===== src/rtl/picorisc_pkg.sv =====
// Shared widths, call-stack depth and fetch FSM encoding for the picorisc fetch stage.
package picorisc_pkg;
  localparam int P_WIDTH     = 5;
  localparam int I_WIDTH     = 20;
  localparam int STACK_DEPTH = 4;

  typedef enum logic [1:0] {IDLE, RUN, HALT} fetch_state_t;
endpackage


===== src/rtl/ret_stack.sv =====
// Return-address LIFO. A push when full and a pop when empty are both ignored here;
// the caller decides how to flag them. top reads as 0 when empty.
module ret_stack #(
  parameter int W     = 5,
  parameter int DEPTH = 4
) (
  input  logic         clk,
  input  logic         rst,
  input  logic         push,
  input  logic         pop,
  input  logic [W-1:0] din,
  output logic [W-1:0] top,
  output logic         full,
  output logic         empty
);
  localparam int AW  = $clog2(DEPTH);
  localparam int SPW = $clog2(DEPTH + 1);

  logic [W-1:0]   mem [DEPTH];
  logic [SPW-1:0] sp;

  assign full  = (sp == SPW'(DEPTH));
  assign empty = (sp == '0);
  assign top   = empty ? '0 : mem[AW'(sp - 1'b1)];

  always_ff @(posedge clk) begin
    if (rst)                sp <= '0;
    else if (pop && !empty) sp <= sp - 1'b1;
    else if (push && !full) sp <= sp + 1'b1;
  end

  // Storage carries no reset; sp alone defines which entries are live.
  always_ff @(posedge clk) begin
    if (!rst && !pop && push && !full) mem[AW'(sp)] <= din;
  end
endmodule


===== src/rtl/instr_fetch.sv =====
// Fetch stage: PC, one-cycle registered instruction, IDLE/RUN/HALT control.
// Call/return stack present only when INSTR_FETCH_CALL_STACK_EN is defined.
module instr_fetch
  import picorisc_pkg::*;
#(
  parameter int p = P_WIDTH,
  parameter int i = I_WIDTH
) (
  input  logic         clk,
  input  logic         rst,
  output logic [p-1:0] addr,
  input  logic [i-1:0] instr_code,
  input  logic         stall,
  input  logic         branch,
  input  logic [p-1:0] target,
  input  logic         call,
  input  logic         ret,
  input  logic         halt,
  output logic [i-1:0] instr,
  output logic [p-1:0] instr_pc,
  output logic         instr_valid,
  output logic         stack_err
);
  fetch_state_t state, state_nxt;
  logic [p-1:0] pc, pc_nxt, pc_inc, stk_top;
  logic         adv, do_call, do_ret, redirect;

  assign addr   = pc;
  assign adv    = (state == RUN) && !stall;
  assign pc_inc = pc + 1'b1;

`ifdef INSTR_FETCH_CALL_STACK_EN
  logic stk_full, stk_empty;

  // ret wins over call; a simultaneous call is dropped entirely.
  assign do_ret  = adv && ret;
  assign do_call = adv && call && !ret;

  ret_stack #(.W(p), .DEPTH(STACK_DEPTH)) u_stack (
    .clk   (clk),
    .rst   (rst),
    .push  (do_call),
    .pop   (do_ret),
    .din   (pc_inc),
    .top   (stk_top),
    .full  (stk_full),
    .empty (stk_empty)
  );

  always_ff @(posedge clk) begin
    if (rst) stack_err <= 1'b0;
    else if ((do_call && stk_full) || (do_ret && stk_empty)) stack_err <= 1'b1;
  end
`else
  logic unused_stack_in;
  assign unused_stack_in = call ^ ret;
  assign do_ret    = 1'b0;
  assign do_call   = 1'b0;
  assign stk_top   = '0;
  assign stack_err = 1'b0;
`endif

  always_comb begin
    state_nxt = state;
    pc_nxt    = pc;
    redirect  = 1'b0;
    case (state)
      IDLE: state_nxt = RUN;
      RUN: if (!stall) begin
        if (halt) state_nxt = HALT;
        redirect = do_ret || do_call || branch;
        if (do_ret)                  pc_nxt = stk_top;
        else if (do_call || branch)  pc_nxt = target;
        else                         pc_nxt = pc_inc;
      end
      default: ;
    endcase
  end

  always_ff @(posedge clk) begin
    if (rst) begin
      state       <= IDLE;
      pc          <= '0;
      instr       <= '0;
      instr_pc    <= '0;
      instr_valid <= 1'b0;
    end else begin
      state <= state_nxt;
      pc    <= pc_nxt;
      if (adv) begin
        instr       <= instr_code;
        instr_pc    <= pc;
        instr_valid <= !redirect && !halt;
      end else if (state != RUN) begin
        instr_valid <= 1'b0;
      end
    end
  end
endmodule


===== config.mk =====
export PLATFORM = sky130hd
export DESIGN_NAME = instr_fetch
export DESIGN_NICKNAME = d
export VERILOG_FILES = /design/src/rtl/picorisc_pkg.sv /design/src/rtl/ret_stack.sv /design/src/rtl/instr_fetch.sv
export SDC_FILE = /design/constraint.sdc
export NUM_CORES = 1
export LEC_CHECK = 0
export ABC_AREA = 1
export BUFFER_PORTS_ARGS = -buffer_cell sky130_fd_sc_hd__buf_2
export CORE_ASPECT_RATIO = 0.6
export CORE_MARGIN = 4
export CORE_UTILIZATION = 35
export CTS_BUF_LIST = sky130_fd_sc_hd__clkbuf_2 sky130_fd_sc_hd__clkbuf_4 sky130_fd_sc_hd__clkbuf_8
export DETAILED_ROUTE_END_ITERATION = 8
export GPL_TIMING_DRIVEN = 0
export PLACE_DENSITY = 0.61
export SYNTH_ARGS = -nofsm -noshare
export SYNTH_HDL_FRONTEND = slang
export SYNTH_SLANG_ARGS = --single-unit

===== constraint.sdc =====
create_clock -name clk -period 1.45 [get_ports clk]
set_input_delay 0.29 -clock clk [delete_from_list [all_inputs] [get_ports clk]]
set_output_delay 0.29 -clock clk [all_outputs]
set_load 0.02 [all_outputs]

==> results_tabular.tex, run 1 <==
\begin{tabular}{lr}
\hline
Metric & Value \\
\hline
\multicolumn{2}{l}{\textbf{Run status}} \\
\quad Result of the run & finished clean \\
\multicolumn{2}{l}{\textbf{Finish}} \\
\quad Number of filler cells placed in the layout & 354 \\
\quad Ant. Diodes & 0 \\
\quad P\&R area growth vs syn & 34.25\% \\
\quad Area of combinational cells with multiple inputs & 546.8 µm² \\
\quad End-of-flow core utilization & 0.5156 \\
\quad Most frequent cells in the layout & nand2\_1, buf\_2, dfxtp\_1 \\
\quad Most common library cell in the layout ignoring fill and taps & nand2\_1 \\
\quad Flip-flop and latch area & 660.6 µm² \\
\quad NumNets Final & 270 \\
\quad Non-Filler Instances & 283 \\
\quad Fraction of layout cells with a size suffix above 1 & 0.3445 \\
\multicolumn{2}{l}{\textbf{Worst setup path}} \\
\quad Crit Reg-Reg Endpoint & addr[4] \\
\quad Reg2Reg Depth & 6 \\
\quad Cell family with the largest share of critical-path delay & flip-flops \\
\quad Stage delay of the slowest cell on the critical path & 480 ps \\
\quad Sequence of cells on the critical path & buf\_2 \\
\quad Stages on the worst setup path & 1 \\
\quad R2r setup slk & 200 ps \\
\quad Startpoint class of the critical path & flip-flop \\
\quad Data arrival time of the critical path & 970 ps \\
\quad Critical path endpoint category & output pin \\
\quad Capture point of the critical path & addr[0] \\
\quad Source of the critical timing path & addr[0] \\
\quad Highest fanout seen on the critical path & 7 \\
\quad Worst EP required & 1160 ps \\
\quad Cell type of the slowest stage on the worst timing path & dfxtp\_1 \\
\quad Sum of buffers and inverters on the critical path & 1 \\
\quad Critical setup path kind & reg -> out \\
\quad Reg2Reg Launch Point & addr[0] \\
\multicolumn{2}{l}{\textbf{Logic synthesis}} \\
\quad Asr flop ratio synth & 0 \\
\quad Cell type contributing the most total cell area after synthesis & dfxtp\_1 \\
\quad Area share of fa/ha/maj cells after synthesis & 0.009461 \\
\quad Synthesized net count & 204 \\
\quad Number of warnings issued by yosys & 0 \\
\quad Cells after Synth & 171 \\
\quad Part of the Yosys area used for sequential elements & 0.4995 \\
\quad Leading post-synthesis cells by cell area & dfxtp\_1, nand2\_1, a21oi\_1 \\
\quad Combinational family with the most area after synthesis & simple AND/OR/NAND/NOR gates \\
\quad Register bit count reported by yosys & 33 \\
\quad Area of the mapped netlist & 1323 µm² \\
\quad Share of the synthesized area in the top cell type & 0.4995 \\
\quad Compound-Gate Fraction of Synth Area & 0.1504 \\
\quad Number of enable-type register cells in the synthesized netlist & 0 \\
\quad Dominant register cell in the synthesized netlist & dfxtp\_1 \\
\quad Post-synthesis average cell area & 7.734 µm² \\
\quad Netlist cell types & 22 \\
\quad Post-synthesis xor/xnor area fraction & 0 \\
\quad Multiplexer fraction of the synthesized cell area & 0 \\
\quad Area fraction in and, or, nand and nor cells after synthesis & 0.2507 \\
\multicolumn{2}{l}{\textbf{STA}} \\
\quad Max Clk Rate & 792.0 MHz \\
\quad Post-layout minimum cycle time & 1263 ps \\
\quad Maximum clock skew at final layout & 5.682 ps \\
\quad Slew at the pin closest to its max-slew limit & 510.1 ps \\
\quad Share of the clock period used by the worst path after layout & 0.8707 \\
\quad Final TNS setup & 0 ps \\
\quad Max-Slew Margin vs Limit & 0.6599 \\
\quad Final setup margin & 187.4 ps \\
\quad RSZ-0062 raised after global routing & no \\
\quad Setup Viol. Count Final & 0 \\
\quad Final-report max-slew violation count & 0 \\
\quad Fin. Hold Viols & 0 \\
\multicolumn{2}{l}{\textbf{Floorplanning}} \\
\quad Top-level I/O count & 64 \\
\quad DIE AREA & 4859 µm² \\
\quad Die Width & 87.36 µm \\
\quad Initial core utilization & 0.3841 \\
\quad Number of placement rows & 16 \\
\quad Vertical extent of the die & 55.62 µm \\
\quad Core area & 3443 µm² \\
\multicolumn{2}{l}{\textbf{Routing}} \\
\quad Wire length per cell & 11.69 µm \\
\quad Final wirelength & 3307 µm \\
\quad Antenna-violating nets left & 0 \\
\quad Detailed Routing Iterations Pass 1 & 4 \\
\quad Detailed Route Iter0 Violations & 47 \\
\quad Total number of vias & 1262 \\
\quad Number of remaining DRC errors & 0 \\
\quad Via/cell ratio & 4.459 \\
\multicolumn{2}{l}{\textbf{Clock tree}} \\
\quad CTS tree & done \\
\quad Clk slew on worst S/H paths & 70 ps \\
\quad Bufs on Longest Clock Path & 2 \\
\quad Clock buffers created by TritonCTS & 5 \\
\quad Cell at the root of the clock tree & clkbuf\_8 \\
\quad Later-pin clock latency in the skew report & 280 ps \\
\quad H-tree Lvls & 2 \\
\quad Post-cts sizing count & 0 \\
\quad Number of buffers added to fix hold violations after cts & 0 \\
\quad Clock Sinks & 33 \\
\quad Number of buffers inserted by post-CTS setup repair & 0 \\
\multicolumn{2}{l}{\textbf{Global route}} \\
\quad Total track usage & 0.1403 \\
\quad Number of global-route vias before repair & 1186 \\
\quad Antenna violations before repair & 0 \\
\quad Global-route wire length before repair & 5540 µm \\
\quad Grt total ovfl & 0 \\
\quad Pin count of the biggest net entering global routing & 11 \\
\multicolumn{2}{l}{\textbf{Place}} \\
\quad DP Worst Slack & 215.8 ps \\
\quad Placed insts & 275 \\
\quad Dpl hpwl & 2501 µm \\
\quad Weighted congestion reported at the end of routability-driven placement & 0.7427 \\
\quad I/O Buffers & 59 \\
\multicolumn{2}{l}{\textbf{Worst hold path}} \\
\quad Hold WC Path Type & in -> reg \\
\multicolumn{2}{l}{\textbf{Power and ir drop}} \\
\quad Static leakage & 0.8390 nW \\
\quad Power Dens Cells & 1144 nW/µm² \\
\quad IR Drop Worst-Case VDD & 0.0005304 V \\
\multicolumn{2}{l}{\textbf{Run}} \\
\quad Number of max-capacitance violations reported & 0 \\
\hline
\end{tabular}
[state kept, by name, summed over array words and instances, names as in the netlist]
register,count
instr_valid,1
addr,5
state,2
instr_pc,5
instr,20
[power breakdown]
part / leakage, nW / internal (mW) / switching, mW
Combinational: 0.515 / 0.118 / 0.183
Clock: 0.0542 / 0.429 / 0.317
Sequential: 0.269 / 0.953 / 0.0300
[per-layer routing]
layer  part of all wire  track usage
met5                  0            0
met4                  0      0.01313
met2               0.37       0.1803
met1               0.53       0.2223
met3              0.092      0.05473
[cell families (layout without fill, tap and decap cells)]
logic type / after synthesis / in the layout
AND/OR/NAND/NOR: 80 / 80
flip-flops: 33 / 33
adder cells (fa/ha/maj): 1 / 1
other: 1 / 1
buffers and inverters: 19 / 86
AO/OA/AOI/OAI: 37 / 37
[worst min path at each step]
| stage | from | slack [ps] | to | cells past startpoint |
|---|---|---|---|---|
| 2_1_floorplan | instr_code[10] | 430 | instr[10] | 2 |
| 3_3_place_gp | instr[7] | 450 | instr[7] | 2 |
| 3_5_place_dp | instr[7] | 450 | instr[7] | 2 |
| 4_1_cts | instr_code[12] | 250 | instr[12] | 3 |
| 5_1_grt | instr_code[11] | 250 | instr[11] | 3 |
| 6_report | instr_code[16] | 250 | instr[16] | 3 |
[per-stage QoR]
stage | power (mW) | cell area (µm²) | hold WS (ps)
final | 2.031 | 1775 | 252.8
after global routing | 2.129 | 1775 | 247.2
after CTS | 2.055 | 1775 | 248.8
after detailed placement | 1.308 | 1674 | 453.2
after global placement | 1.308 | 1674 | 453.0
after floorplan | 1.191 | 1323 | 432.7
[final cells by class]
| class | count | area share |
|---|---|---|
| sequential | 33 | 0.3721 |
| multi-input combinational | 119 | 0.3080 |
| buffer | 10 | 0.04510 |
| clock buffer | 7 | 0.05426 |
| inverter | 9 | 0.01973 |
| clock inverter | 1 | 0.002819 |
| timing repair buffer | 59 | 0.1663 |
| tap | 45 | 0.03171 |
[cell usage after synthesis, types with 2 or more instances]
cell      count
a21oi_1      29
nand2_1      62
o21ai_0       3
nor2_2        2
a21oi_2       2
nand4_1       2
nor2_1        6
clkbuf_1      3
inv_1         8
dfxtp_1      33
nand3_1       6
buf_6         5
Note: power is estimated with default switching activity, not from simulation.
==> run 2: changes to the inputs <==
Settings changed: ABC_AREA 1 to unset, PLACE_DENSITY 0.61 to 0.62.
==> run 2 against run 1 <==
Worst setup slack worse by 120 ps. Largest cell class unchanged. Hold slack worse by 7.0 ps. Global-route usage up 0.49 points. Highest routed layer unchanged. Final area down 1.8%. Wire length down 4.0%.
==> results_tabular.tex, run 2 <==
\begin{tabular}{lr}
\hline
Metric & Value \\
\hline
\multicolumn{2}{l}{\textbf{Worst setup path}} \\
\quad Data arrival time of the critical path & 1530 ps (+560 ps) \\
\quad Startpoint class of the critical path & flip-flop \\
\quad Critical setup path kind & reg -> reg \\
\quad Critical path endpoint category & flip-flop \\
\quad R2r setup slk & 70 ps (-130 ps) \\
\quad Source of the critical timing path & state[1] \\
\quad Sequence of cells on the critical path & or3b\_4 -> buf\_4 -> buf\_4 -> nand2\_1 -> a21oi\_1 \\
\quad Highest fanout seen on the critical path & 10 (+3) \\
\quad Reg2Reg Depth & 5 (-1) \\
\quad Cell type of the slowest stage on the worst timing path & or3b\_4 \\
\quad Worst EP required & 1600 ps (+440 ps) \\
\quad Reg2Reg Launch Point & state[1] \\
\quad Stage delay of the slowest cell on the critical path & 420 ps (-60 ps) \\
\quad CP dominant cell by count & buf\_4 \\
\multicolumn{2}{l}{\textbf{Routing}} \\
\quad Final wirelength & 3175 µm (-4.0\%) \\
\quad Number of remaining DRC errors & 0 (unchanged) \\
\quad Total number of vias & 1257 (-0.40\%) \\
\quad Antenna-violating nets left & 0 (unchanged) \\
\quad Detailed Routing Iterations Pass 1 & 4 (unchanged) \\
\quad Detailed Route Iter0 Violations & 72 (+53\%) \\
\quad Via/cell ratio & 4.638 (+4.0\%) \\
\quad Wire length per cell & 11.72 µm (+0.26\%) \\
\multicolumn{2}{l}{\textbf{Logic synthesis}} \\
\quad Area share of fa/ha/maj cells after synthesis & 0.009911 (+0.0004501) \\
\quad Dominant register cell in the synthesized netlist & dfxtp\_1 \\
\quad Post-synthesis average cell area & 7.940 µm² (+2.7\%) \\
\quad Cells after Synth & 159 (-7.0\%) \\
\quad Multiplexer fraction of the synthesized cell area & 0.007929 (+0.007929) \\
\quad Area of the mapped netlist & 1262 µm² (-4.5\%) \\
\quad Number of enable-type register cells in the synthesized netlist & 0 (unchanged) \\
\quad Register bit count reported by yosys & 33 (unchanged) \\
\quad Cell type contributing the most total cell area after synthesis & dfxtp\_1 \\
\quad Most used standard cells in the synthesized netlist & nand2\_1, dfxtp\_1, a21oi\_1 \\
\quad Leading post-synthesis cells by cell area & dfxtp\_1, nand2\_1, a21oi\_1 \\
\quad Part of the Yosys area used for sequential elements & 0.5233 (+0.02376) \\
\quad Area fraction in and, or, nand and nor cells after synthesis & 0.2349 (-0.01582) \\
\quad Netlist cell types & 27 (+23\%) \\
\quad Post-synthesis xor/xnor area fraction & 0 (unchanged) \\
\quad Share of the synthesized area in the top cell type & 0.5233 (+0.02376) \\
\quad Combinational family with the most area after synthesis & simple AND/OR/NAND/NOR gates \\
\quad Synthesized net count & 192 (-5.9\%) \\
\quad Asr flop ratio synth & 0 (unchanged) \\
\quad Number of warnings issued by yosys & 0 (unchanged) \\
\quad Compound-Gate Fraction of Synth Area & 0.1764 (+0.02599) \\
\quad Most numerous cell in the Yosys netlist & nand2\_1 \\
\multicolumn{2}{l}{\textbf{Power and ir drop}} \\
\quad Internal power consumption & 1.632 mW (+8.8\%) \\
\quad Clock power frac & 0.417 (+0.050) \\
\quad Static leakage & 0.7912 nW (-5.7\%) \\
\quad Power Dens Cells & 1224 nW/µm² (+7.0\%) \\
\quad IR Drop Worst-Case VDD & 0.0005516 V (+4.0\%) \\
\quad Total net switching power & 0.5036 mW (-5.1\%) \\
\quad Sequential share of power & 0.458 (-0.026) \\
\quad Switching part of the total power & 0.2359 (-0.02556) \\
\quad Logic gate share of total power & 0.125 (-0.024) \\
\quad Design Power & 2.135 mW (+5.1\%) \\
\multicolumn{2}{l}{\textbf{Worst hold path}} \\
\quad Cell depth of the worst hold path & 2 (-1) \\
\quad Hold WC Path Type & in -> reg \\
\quad Hold\_sp & halt \\
\multicolumn{2}{l}{\textbf{Clock tree}} \\
\quad Cell at the root of the clock tree & clkbuf\_8 \\
\quad Number of buffers inserted by post-CTS setup repair & 0 (unchanged) \\
\quad Later-pin clock latency in the skew report & 280 ps (about the same) \\
\quad Clk slew on worst S/H paths & 70 ps (about the same) \\
\quad CTS tree & done \\
\quad Clock buffers created by TritonCTS & 5 (unchanged) \\
\quad H-tree Lvls & 2 (unchanged) \\
\quad Clock Sinks & 33 (unchanged) \\
\quad Bufs on Longest Clock Path & 2 (unchanged) \\
\multicolumn{2}{l}{\textbf{Floorplanning}} \\
\quad Initial core utilization & 0.3754 (-0.008712) \\
\quad Number of placement rows & 16 (unchanged) \\
\quad Top-level I/O count & 64 (unchanged) \\
\quad Vertical extent of the die & 54.52 µm (-2.0\%) \\
\quad Die Width & 85.54 µm (-2.1\%) \\
\quad DIE AREA & 4663 µm² (-4.0\%) \\
\quad Core area & 3363 µm² (-2.3\%) \\
\multicolumn{2}{l}{\textbf{STA}} \\
\quad Post-layout minimum cycle time & 1381 ps (+118.0 ps) \\
\quad Worst hold margin & 245.8 ps (-6.960 ps) \\
\quad Max Clk Rate & 724.4 MHz (-8.5\%) \\
\quad Setup Viol. Count Final & 0 (unchanged) \\
\quad Fin. Hold Viols & 0 (unchanged) \\
\quad Final-report max-slew violation count & 0 (unchanged) \\
\quad Maximum clock skew at final layout & 4.076 ps (-1.606 ps) \\
\quad Share of the clock period used by the worst path after layout & 0.9521 (+0.08136) \\
\multicolumn{2}{l}{\textbf{Global route}} \\
\quad Grt total ovfl & 0 (unchanged) \\
\quad Number of global-route vias before repair & 1115 (-6.0\%) \\
\quad Global-route wire length before repair & 5161 µm (-6.8\%) \\
\quad Pin count of the biggest net entering global routing & 11 (unchanged) \\
\quad Total track usage & 0.1452 (+0.004859) \\
\quad Antenna violations before repair & 0 (unchanged) \\
\multicolumn{2}{l}{\textbf{Place}} \\
\quad Dpl hpwl & 2414 µm (-3.5\%) \\
\quad I/O Buffers & 59 (unchanged) \\
\quad Placed insts & 263 (-4.4\%) \\
\quad Weighted congestion reported at the end of routability-driven placement & 0.8217 (+11\%) \\
\multicolumn{2}{l}{\textbf{Finish}} \\
\quad Most common library cell in the layout ignoring fill and taps & buf\_2 \\
\quad Most frequent cells in the layout & buf\_2, nand2\_1, dfxtp\_1 \\
\quad Ant. Diodes & 0 (unchanged) \\
\quad Non-Filler Instances & 271 (-4.2\%) \\
\quad Number of filler cells placed in the layout & 347 (-2.0\%) \\
\quad P\&R area growth vs syn & 38.16\% \\
\quad Most flop-heavy register & instr \\
\quad NumNets Final & 258 (-4.4\%) \\
\quad Max FFs per register & 20 (unchanged) \\
\quad Fraction of layout cells with a size suffix above 1 & 0.3319 (-0.01268) \\
\multicolumn{2}{l}{\textbf{Run status}} \\
\quad Result of the run & finished clean \\
\multicolumn{2}{l}{\textbf{Run}} \\
\quad Number of max-capacitance violations reported & 0 (unchanged) \\
\hline
\end{tabular}
## run 2: worst paths after layout
check	to
worst max-delay path	instr[7]
worst min-delay path	state[0]
worst max register to register	instr[7]
worst min register to register	instr[13]
## run 2: power by group through the flow
stage	Sequential (mW)	Clock (mW)	Combinational (mW)
after global placement	0.996	0	0.263
after CTS	0.976	0.914	0.265
after floorplan	1.04	0	0.112
after global routing	0.983	0.965	0.298
after detailed placement	0.996	0	0.264
final	0.977	0.891	0.267
## run 2: through the flow
| stage | cell area, µm² | setup TNS [ps] | util | setup slack, ps |
|---|---|---|---|---|
| 3_3_place_gp | 1614 | -177.8 | 0.4799 | -25.23 |
| 4_1_cts | 1734 | 0 | 0.5156 | 11.01 |
| 5_1_grt | 1744 | -1.258 | 0.5186 | -1.258 |
| 3_5_place_dp | 1614 | -221.3 | 0.4799 | -28.57 |
| 6_report | 1744 | 0 | 0.5186 | 69.48 |
| 2_1_floorplan | 1262 | 0 | - | 152.8 |
## run 2: kinds of logic (layout without fill, tap and decap cells)
| group | count (synthesis) | after routing |
|---|---|---|
| adders and majority gates | 1 | 1 |
| AOI/OAI and AO/OA | 41 | 41 |
| and+or+nand+nor | 69 | 69 |
| DFF | 33 | 33 |
| muxes | 1 | 1 |
| other | 1 | 1 |
| buffers and inverters | 13 | 80 |
## run 2: critical path: cells and delay by family (launching register included)
kind                   cells  cell delay [ps]
and+or+nand+nor            2              490
AOI/OAI and AO/OA          1               60
DFF                        1              350
buffers and inverters      2              350
## run 2: per-layer routing
metal  GRT usage  vias to the layer above  part of all wire
met2      0.2126                       40              0.42
li1            -                      659                 -
met4     0.05526                        0                 0
met5           0                        -                 0
met3     0.04812                        0             0.066
met1      0.1986                      558              0.51
## run 2: layout make-up
class                           count  area [µm²]  area share
Timing Repair Buffer               59       295.3      0.1693
Multi-Input combinational cell    113       548.0      0.3142
Tap cell                           45       56.30     0.03228
Sequential cell                    33       660.6      0.3788
Clock inverter                      1       30.03     0.01722
Buffer                             12       60.06     0.03443
Inverter                            1       3.754    0.002152
Clock buffer                        7       90.09     0.05165
## run 2: what timing repair did
action	in CTS	in global routing
hold endpoints to repair	0	0
setup endpoints to repair	0	21
resized for setup	0	9
hold buffers	0	0
==> run 3: changes to the inputs <==
Settings changed: CELL_PAD_IN_SITES_DETAIL_PLACEMENT set to 1, CELL_PAD_IN_SITES_GLOBAL_PLACEMENT set to 1, CORE_UTILIZATION 35 to 32, PLACE_DENSITY 0.62 to 0.79.
==> run 3 against run 2 <==
First-iteration DRC count fell by 4.2%. Cell count rose by 0.74%. Wire length rose by 19%. Non-clock buffer count did not move. Hold slack got worse by 13 ps. Clock skew rose by 2.8 ps. Largest power group unchanged. Critical endpoint is now addr[0]. Power fell by 9.3%.
==> results_tabular.tex, run 3 (synthesis results as in run 2) <==
\begin{tabular}{lr}
\hline
Metric & Value \\
\hline
\multicolumn{2}{l}{\textbf{Place}} \\
\quad Placed insts & 265 (+0.76\%) \\
\quad I/O Buffers & 59 (unchanged) \\
\quad Weighted congestion reported at the end of routability-driven placement & 0.7323 (-11\%) \\
\quad Dpl hpwl & 2906 µm (+20\%) \\
\quad DP Worst Slack & -59.44 ps (-30.87 ps) \\
\multicolumn{2}{l}{\textbf{Global route}} \\
\quad Pin count of the biggest net entering global routing & 12 (+1) \\
\quad Total track usage & 0.1521 (+0.006931) \\
\quad Grt total ovfl & 0 (unchanged) \\
\quad Global-route wire length before repair & 5954 µm (+15\%) \\
\quad Number of global-route vias before repair & 1301 (+17\%) \\
\quad Antenna violations before repair & 0 (unchanged) \\
\multicolumn{2}{l}{\textbf{Power and ir drop}} \\
\quad IR Drop Worst-Case VDD & 0.0004607 V (-16\%) \\
\quad Static leakage & 0.7737 nW (-2.2\%) \\
\quad Power Dens Cells & 1129 nW/µm² (-7.8\%) \\
\quad Design Power & 1.936 mW (-9.3\%) \\
\multicolumn{2}{l}{\textbf{Finish}} \\
\quad Non-Filler Instances & 273 (+0.74\%) \\
\quad Number of filler cells placed in the layout & 486 (+40\%) \\
\quad Most flop-heavy register & instr \\
\quad Most frequent cells in the layout & buf\_2, nand2\_1, dfxtp\_1 \\
\quad P\&R area growth vs syn & 35.78\% \\
\quad End-of-flow core utilization & 0.4605 (-0.05810) \\
\quad Fraction of layout cells with a size suffix above 1 & 0.3363 (+0.004425) \\
\quad Most common library cell in the layout ignoring fill and taps & buf\_2 \\
\quad NumNets Final & 258 (unchanged) \\
\quad Max FFs per register & 20 (unchanged) \\
\quad Ant. Diodes & 0 (unchanged) \\
\multicolumn{2}{l}{\textbf{Worst setup path}} \\
\quad Critical setup path kind & reg -> reg \\
\quad Crit Reg-Reg Endpoint & addr[0] \\
\quad R2r setup slk & 80 ps (about the same) \\
\quad Startpoint class of the critical path & flip-flop \\
\quad Critical path endpoint category & flip-flop \\
\quad Highest fanout seen on the critical path & 10 (unchanged) \\
\quad Data arrival time of the critical path & 1530 ps (about the same) \\
\quad Reg2Reg Depth & 5 (unchanged) \\
\quad Reg2Reg Launch Point & state[1] \\
\quad Worst EP required & 1610 ps (about the same) \\
\multicolumn{2}{l}{\textbf{Clock tree}} \\
\quad Bufs on Longest Clock Path & 2 (unchanged) \\
\quad Clock Sinks & 33 (unchanged) \\
\quad CTS tree & done \\
\quad Later-pin clock latency in the skew report & 280 ps (about the same) \\
\quad Clk slew on worst S/H paths & 70 ps (about the same) \\
\quad Clock buffers created by TritonCTS & 5 (unchanged) \\
\quad Cell at the root of the clock tree & clkbuf\_8 \\
\quad H-tree Lvls & 2 (unchanged) \\
\multicolumn{2}{l}{\textbf{Routing}} \\
\quad Total number of vias & 1306 (+3.9\%) \\
\quad Detailed Routing Iterations Pass 1 & 4 (unchanged) \\
\quad Via/cell ratio & 4.784 (+3.1\%) \\
\quad Antenna-violating nets left & 0 (unchanged) \\
\quad Wire length per cell & 13.79 µm (+18\%) \\
\quad Final wirelength & 3766 µm (+19\%) \\
\quad Number of remaining DRC errors & 0 (unchanged) \\
\quad Detailed Route Iter0 Violations & 69 (-4.2\%) \\
\multicolumn{2}{l}{\textbf{STA}} \\
\quad Maximum clock skew at final layout & 6.894 ps (+2.817 ps) \\
\quad Max-Slew Margin vs Limit & 0.6665 \\
\quad Slew at the pin closest to its max-slew limit & 500.3 ps \\
\quad Max Clk Rate & 728.9 MHz (+0.62\%) \\
\quad Final setup margin & 78.03 ps (+8.554 ps) \\
\quad Setup Viol. Count Final & 0 (unchanged) \\
\quad Share of the clock period used by the worst path after layout & 0.9462 (-0.005899) \\
\quad Final-report max-slew violation count & 0 (unchanged) \\
\quad RSZ-0062 raised after global routing & no \\
\quad Worst hold margin & 232.9 ps (-12.91 ps) \\
\quad Post-layout minimum cycle time & 1372 ps (-8.554 ps) \\
\quad Fin. Hold Viols & 0 (unchanged) \\
\multicolumn{2}{l}{\textbf{Floorplanning}} \\
\quad Initial core utilization & 0.3392 (-0.03621) \\
\quad Die Width & 89.09 µm (+4.2\%) \\
\quad Core area & 3722 µm² (+11\%) \\
\quad Number of placement rows & 17 (+1) \\
\quad DIE AREA & 5047 µm² (+8.2\%) \\
\quad Vertical extent of the die & 56.66 µm (+3.9\%) \\
\quad Top-level I/O count & 64 (unchanged) \\
\multicolumn{2}{l}{\textbf{Run}} \\
\quad Number of max-capacitance violations reported & 0 (unchanged) \\
\multicolumn{2}{l}{\textbf{Worst hold path}} \\
\quad WHS Endpoint & state[0] \\
\quad Cell depth of the worst hold path & 2 (unchanged) \\
\quad Hold WC Path Type & in -> reg \\
\quad Hold\_sp & halt \\
\multicolumn{2}{l}{\textbf{Run status}} \\
\quad Result of the run & finished clean \\
\hline
\end{tabular}
run 3: cell count changes in the layout (fill, tap and decap cells not counted):
cell / previous run / this run
clkbuf_4: 1 / 0
dfxtp_1: 33 / 32
clkinv_2: 0 / 2
bufinv_16: 1 / 0
dfxtp_2: 0 / 1
clkinvlp_4: 0 / 1
clkbuf_8: 6 / 5
run 3: power breakdown:
part / internal, mW / switching, mW / total [mW]
combinational: 0.105 / 0.169 / 0.274
sequential: 0.948 / 0.0290 / 0.977
clock: 0.331 / 0.354 / 0.685
total: 1.38 / 0.551 / 1.94
run 3: through the flow:
stage | area, µm² | TNS (ps)
3_5_place_dp | 1617 | -608.0
4_1_cts | 1705 | 0
2_1_floorplan | 1262 | 0
5_1_grt | 1714 | 0
3_3_place_gp | 1617 | -274.5
6_report | 1714 | 0
run 3: repair_timing:
item / in CTS / in global routing
pin swaps: 0 / 0
setup buffers: 0 / 0
endpoints found under the setup margin: 9 / 22
gates resized for setup: 1 / 8
hold buffers: 0 / 0
run 3: worst max-delay path, stage by stage, from the launching register on:
cell     delay (ps)
dfxtp_2         350
or3b_4          400
buf_4           180
buf_4           180
nand2_1          70
a31oi_1          60
run 3: routing by layer:
layer  GRT usage  routed length (µm)  vias to the layer above
met3     0.04692                 221                        2
met1      0.2185                1892                      613
met5           0                   0                        -
li1            -                   -                      659
met4     0.04459                  21                        0
met2      0.2162                1630                       32
run 3: how the worst max path moves through the flow:
stage	startpoint	endpoint
global route	addr[0]	addr[2]
global placement	stall	instr[6]
finish	state[1]	addr[0]
detailed placement	stall	addr[0]
floorplan	state[1]	addr[0]
CTS	state[1]	instr[3]
run 3: layout make-up:
type,instances,area (µm²),share of cell area
inverters,1,3.754,0.002190
flip-flops and latches,33,661.9,0.3861
multi-input cells,113,548.0,0.3197
well taps,47,58.81,0.03431
plain buffers,12,60.06,0.03504
repair buffers,59,295.3,0.1723
clock inverters,3,17.52,0.01022
clock buffers,5,68.82,0.04015
